### config.mk
export PLATFORM = sky130hd
export DESIGN_NAME = spike_event_encoder
export DESIGN_NICKNAME = d
export VERILOG_FILES = /design/src/rtl/spike_event_encoder.sv
export SDC_FILE = /design/constraint.sdc
export NUM_CORES = 1
export LEC_CHECK = 0
export ABC_AREA = 1
export CAP_MARGIN = 20
export CORE_ASPECT_RATIO = 1.4
export CORE_MARGIN = 4
export CORE_UTILIZATION = 40
export DETAILED_ROUTE_END_ITERATION = 8
export DONT_BUFFER_PORTS = 1
export PLACE_DENSITY = 0.6
export SKIP_CTS_REPAIR_TIMING = 1
export SLEW_MARGIN = 10
export SYNTH_ARGS = -nofsm -noshare
export SYNTH_HDL_FRONTEND = slang
export SYNTH_SLANG_ARGS = --single-unit
### constraint.sdc
create_clock -name clk -period 1.9 [get_ports clk]
set_clock_uncertainty 0.05 [all_clocks]
set_input_delay 0.38 -clock clk [delete_from_list [all_inputs] [get_ports clk]]
set_output_delay 0.38 -clock clk [all_outputs]
set_load 0.05 [all_outputs]
### src/rtl/spike_event_encoder.sv
// Hysteresis spike detector with ISI measurement, FWFT event FIFO and windowed spike-rate counter.
// Define SPIKE_TIMESTAMP_EN to attach a 16-bit sample timestamp to every queued event.
module spike_event_encoder #(
  parameter int ISI_W      = 16,
  parameter int WIN_W      = 16,
  parameter int FIFO_DEPTH = 4
) (
  input  logic             clk,
  input  logic             rst_n,
  input  logic             ena,
  input  logic             v_valid,
  input  logic [7:0]       v_in,
  input  logic [7:0]       thr_hi,
  input  logic [7:0]       thr_lo,
  input  logic [WIN_W-1:0] win_len,
  output logic             spike,
  output logic             evt_valid,
  input  logic             evt_ready,
  output logic [ISI_W-1:0] evt_isi,
  output logic             evt_first,
  output logic             evt_sat,
  output logic [15:0]      evt_ts,
  output logic [7:0]       rate_count,
  output logic             rate_valid,
  output logic [7:0]       drop_count
);

  typedef enum logic {BELOW, ABOVE} state_t;

  localparam int PW = $clog2(FIFO_DEPTH);
`ifdef SPIKE_TIMESTAMP_EN
  localparam int TS_W = 16;
`else
  localparam int TS_W = 0;
`endif
  localparam int ENT_W = ISI_W + 2 + TS_W;
  localparam logic [ISI_W-1:0] ISI_MAX  = '1;
  localparam logic [PW:0]      FULL_CNT = (PW+1)'(FIFO_DEPTH);

  state_t           state;
  logic             first;
  logic [ISI_W-1:0] cnt;
  logic [ISI_W:0]   cnt_inc;
  logic             accept, is_spike, isi_sat;
  logic [ISI_W-1:0] isi_val, ev_isi;
  logic             ev_sat;
  logic [ENT_W-1:0] wr_entry, rd_entry;

  assign accept   = v_valid && ena;
  assign is_spike = accept && (state == BELOW) && ($signed(v_in) > $signed(thr_hi));
  assign cnt_inc  = (ISI_W+1)'(cnt) + (ISI_W+1)'(1);
  assign isi_sat  = (cnt_inc >= {1'b0, ISI_MAX});
  assign isi_val  = isi_sat ? ISI_MAX : cnt_inc[ISI_W-1:0];
  // The first spike after reset has no predecessor, so its interval is reported as zero.
  assign ev_isi   = first ? '0 : isi_val;
  assign ev_sat   = first ? 1'b0 : isi_sat;

  always_ff @(posedge clk or negedge rst_n) begin
    if (!rst_n) begin
      state <= BELOW;
      first <= 1'b1;
      cnt   <= '0;
      spike <= 1'b0;
    end else begin
      spike <= is_spike;
      if (accept) begin
        if (is_spike) begin
          state <= ABOVE;
          first <= 1'b0;
          cnt   <= '0;
        end else begin
          if ((state == ABOVE) && ($signed(v_in) < $signed(thr_lo)))
            state <= BELOW;
          cnt <= isi_val;
        end
      end
    end
  end

`ifdef SPIKE_TIMESTAMP_EN
  logic [15:0] ts;

  always_ff @(posedge clk or negedge rst_n) begin
    if (!rst_n)
      ts <= '0;
    else if (accept)
      ts <= ts + 16'd1;
  end

  assign wr_entry = {ts, ev_sat, first, ev_isi};
  assign evt_ts   = rd_entry[ENT_W-1 -: 16];
`else
  assign wr_entry = {ev_sat, first, ev_isi};
  assign evt_ts   = 16'h0000;
`endif

  logic [ENT_W-1:0] mem [FIFO_DEPTH];
  logic [PW-1:0]    wptr, rptr;
  logic [PW:0]      count;
  logic             full, pop, push;

  assign evt_valid = (count != '0);
  assign full      = (count == FULL_CNT);
  assign pop       = evt_valid && evt_ready;
  // A pop in the same cycle frees the slot, so a full FIFO can still take the new event.
  assign push      = is_spike && (!full || pop);
  assign rd_entry  = mem[rptr];
  assign evt_isi   = rd_entry[ISI_W-1:0];
  assign evt_first = rd_entry[ISI_W];
  assign evt_sat   = rd_entry[ISI_W+1];

  always_ff @(posedge clk or negedge rst_n) begin
    if (!rst_n) begin
      for (int i = 0; i < FIFO_DEPTH; i++)
        mem[i] <= '0;
      wptr       <= '0;
      rptr       <= '0;
      count      <= '0;
      drop_count <= '0;
    end else begin
      if (push) begin
        mem[wptr] <= wr_entry;
        wptr      <= wptr + PW'(1);
      end
      if (pop)
        rptr <= rptr + PW'(1);
      if (push && !pop)
        count <= count + (PW+1)'(1);
      else if (pop && !push)
        count <= count - (PW+1)'(1);
      if (is_spike && !push && (drop_count != 8'hFF))
        drop_count <= drop_count + 8'd1;
    end
  end

  logic [WIN_W-1:0] wcnt;
  logic [7:0]       acc, acc_next;

  assign acc_next = (is_spike && (acc != 8'hFF)) ? acc + 8'd1 : acc;

  // Using >= lets a shortened win_len close an overrun window on the next sample.
  always_ff @(posedge clk or negedge rst_n) begin
    if (!rst_n) begin
      wcnt       <= '0;
      acc        <= '0;
      rate_count <= '0;
      rate_valid <= 1'b0;
    end else begin
      rate_valid <= 1'b0;
      if (win_len == '0) begin
        wcnt <= '0;
        acc  <= '0;
      end else if (accept) begin
        if (wcnt >= win_len - WIN_W'(1)) begin
          rate_count <= acc_next;
          rate_valid <= 1'b1;
          wcnt       <= '0;
          acc        <= '0;
        end else begin
          wcnt <= wcnt + WIN_W'(1);
          acc  <= acc_next;
        end
      end
    end
  end

endmodule
==> flow_summary.yaml <==
cells_and_area:
  finalNetCount: 1342
  layout-drive-gt1-share_pct: 40.1
  layout.cells.most_common: "nand2_1"
  final_util_pct: 60.8
  fin_area_mm2: 0.0125
  n_antenna_cell: 0
  fill_cells: 1697
  ff_latch_area_mm2: 0.00349
  layout.cells.most_common_list: "nand2_1, dfrtp_1, buf_4"
  fin_cells: 1523
  multi_input_area_mm2: 0.00583
  area_delta_synth_final_pct: 49.0
setup_path:
  worst_ep_required_time_ns: 2.17
  critical_path.most_common_cell: "nand2_1"
  crit_slowest_cell: "ha_4"
  max_stage_delay_ns: 0.27
  timing.critical_path.fanout_max: 8
  path_cells: "clkinv_16 > ha_4 > nand2_4 > nor3_4 > nand2_2 > nor2_2 > nand2_1 > nor2_1 > nand2_1 > nor2_1 > xor2_1 > inv_1 > ha_4 > nand4_1 > nor3_2 > nand3_2 > nand3_4 > nand2_8 > buf_6 > nand2_1 > nand2_1"
  family_with_the_most_delay_on_the_worst_path: "simple AND/OR/NAND/NOR gates"
  critical_path.startpoint_type: "input pin"
  critical_path.endpoint_type: "flop"
  critical_path_arrival_ns: 2.76
  number_of_gates_on_the_worst_path_with_buffers_counted: 21
  cp_bufs_invs: 3
  r2r_cells: 16
  critPathKind: "in -> reg"
logic_synthesis:
  synth_sequential_area_ratio_pct: 41.5
  yosys.area.top_type_share_pct: 41.2
  synth_top_cell_by_area: "dfrtp_1"
  netlist_instances: 1096
  synth_seq_cells: 139
  synth.yosys.warnings: 0
  yosys.cell_types.count: 38
  syn-cell-area_mm2: 0.00839
  leading_post_synthesis_cells_by_cell_area: "dfrtp_1, nand2_1, nand3_1"
  syn_avg_cell_area_um2: 7.66
clock_tree:
  clock_tree_buf_depth: 2
  htree_levels: 4
  cts.clk_slew.worst_paths_ns: 0.07
  cts-buffers-inserted: 17
  cts-root-buf: "clkbuf_16"
  worst_skew_pair.late_latency_ns: 0.43
  cts_tree: "yes"
  cts_num_sinks: 139
global_route:
  total_track_usage_pct: 19.0
  grt.met1_usage_pct: 22.9
  maximum_number_of_pins_on_one_net_before_global_route_repair: 140
  vias_in_the_first_global_route: 7347
  global_route_wire_length_before_repair_um: 35800
  grt.met2_usage_pct: 34.9
  globalRouteOverflowTotal: 0
  gr-usage-met3_pct: 2.94
  gr_busiest_metal: "met2"
  grt_antenna_before_repair: 0
power_and_ir_drop:
  power_leakage_nw: 5.97
  power.ir.vdd_worst_v: 0.000705
  power_density_mw_per_mm2: 1450
floorplanning:
  initial_utilization_pct: 40.8
  core_area_mm2: 0.0206
  die_w_um: 130
  floorplan.die.height_um: 179
  die-area_mm2: 0.0234
  num_io_pins: 98
  placementRows: 62
detailed_routing:
  post-route-drc-count: 0
  routed_wire_length_per_instance_um: 15.8
  drt-vias-per-instance: 5.13
  dr.first_iter.drc_count: 384
  drt_pre_antenna_iters: 4
  drt_wl_total_um: 24100
  antenna_violating_nets_post_route: 0
  num_vias: 7818
hold_path:
  worstHoldPathType: "in -> async"
sta:
  timing_max_transition_violations_final: 0
  rsz0062_at_grt: "true"
  layout_worst_path_cycle_share_pct: 131
  fin_setup_tns_ns: -39.82
  worst_slack_ns: -0.586
  highest_clock_rate_mhz: 402
  holdWs_ns: -0.405
  timing.final.crit_period_ns: 2.49
  final-hold-violation-count: 139
  worst-slew-pin-transition_ns: 0.605
  max-slew-margin-rel_pct: 59.6
  setup_viol: 131
run:
  max_cap_violations: 0
placed_design:
  gp_congestion: 0.859
  dp_cells: 1452
  placed_area_mm2: 0.0103
  hpwl_after_detailed_placement_um: 15700
  portBuffers: 0
status:
  status: "finished, violations left"
  failing_checks: "hold timing, setup timing"
==> cell families (layout without fill, tap and decap cells) <==
group                    Yosys count  in the layout  synth area share [%]
adder cells (fa/ha/maj)           43             43                  6.50
buffers and inverters            150            305                  7.93
AND/OR/NAND/NOR                  593            594                  31.3
flip-flops                       139            139                  41.5
XOR/XNOR                          45             45                  4.70
other                              1             16                0.0447
AO/OA/AOI/OAI                    124            124                  7.96
multiplexers                       1              1                 0.134
==> cells in the mapped netlist <==
master    count
nand2_1     328
dfrtp_1     138
nand3_1     116
inv_1        95
nor2_1       93
o21ai_0      69
ha_1         42
xor2_1       31
o22ai_1      26
buf_4        20
clkbuf_1     18
a21oi_1      16
xnor2_1      14
nor3_1       12
nand4_1      11
buf_2         9
nand3_4       9
nand2_2       8
o21ai_1       8
inv_2         4
nor2_4        4
nor4_1        4
nor2_2        3
or2_2         3
clkinv_1      2
a21o_1        1
a41oi_1       1
buf_1         1
buf_12        1
conb_1        1
dfstp_2       1
fa_1          1
mux2_2        1
nand2_4       1
o211ai_1      1
o21ai_2       1
o21bai_1      1
or3_1         1
==> report_power, final <==
part	total [W]	leakage (nW)	switching [W]	internal, W
combinational	0.00978	3.88	0.00550	0.00428
sequential	0.00509	1.83	0.00115	0.00393
clock	0.00324	0.265	0.00141	0.00183
total	0.0181	5.97	0.00807	0.0100
==> state kept, by name, indices dropped and copies added, names as in the netlist <==
name / flops
wcnt: 16
rptr: 2
first: 1
rate_valid: 1
rate_count: 8
count: 3
wptr: 2
mem: 72
acc: 8
spike: 1
cnt: 16
state: 1
drop_count: 8
==> through the flow <==
stage          setup slack, ns  total power (W)
2_1_floorplan           -0.858           0.0100
3_3_place_gp             -1.03           0.0124
3_5_place_dp             -1.09           0.0125
4_1_cts                 -0.631           0.0158
5_1_grt                 -0.780           0.0190
6_report                -0.586           0.0181
==> layer usage <==
layer  up-vias  wire [µm]
met1      3771       9430
met2       130      13400
met5         -          0
met4         0        591
met3        39        708
li1       3878          -
==> cell type report <==
type | count | share of cell area, %
clock inverter | 14 | 1.08
clock buffer | 18 | 3.43
multi-input combinational | 823 | 46.6
timing repair buffer | 172 | 14.7
sequential | 139 | 27.9
inverter | 101 | 3.74
tap | 256 | 2.56
==> path summary, 6_finish.rpt <==
check | slack (ns) | to | startpoint
max | -0.59 | rate_count[2] | win_len[0]
min in group clk | 0.06 | rptr[0] | evt_ready
min | -0.40 | mem[19] | rst_n
max in group asynchronous | 1.85 | first | rst_n
max reg2reg | -0.32 | cnt[1] | cnt[1]
min reg2reg | 0.42 | mem[3] | mem[3]
Power figures use the tool's default switching activity.
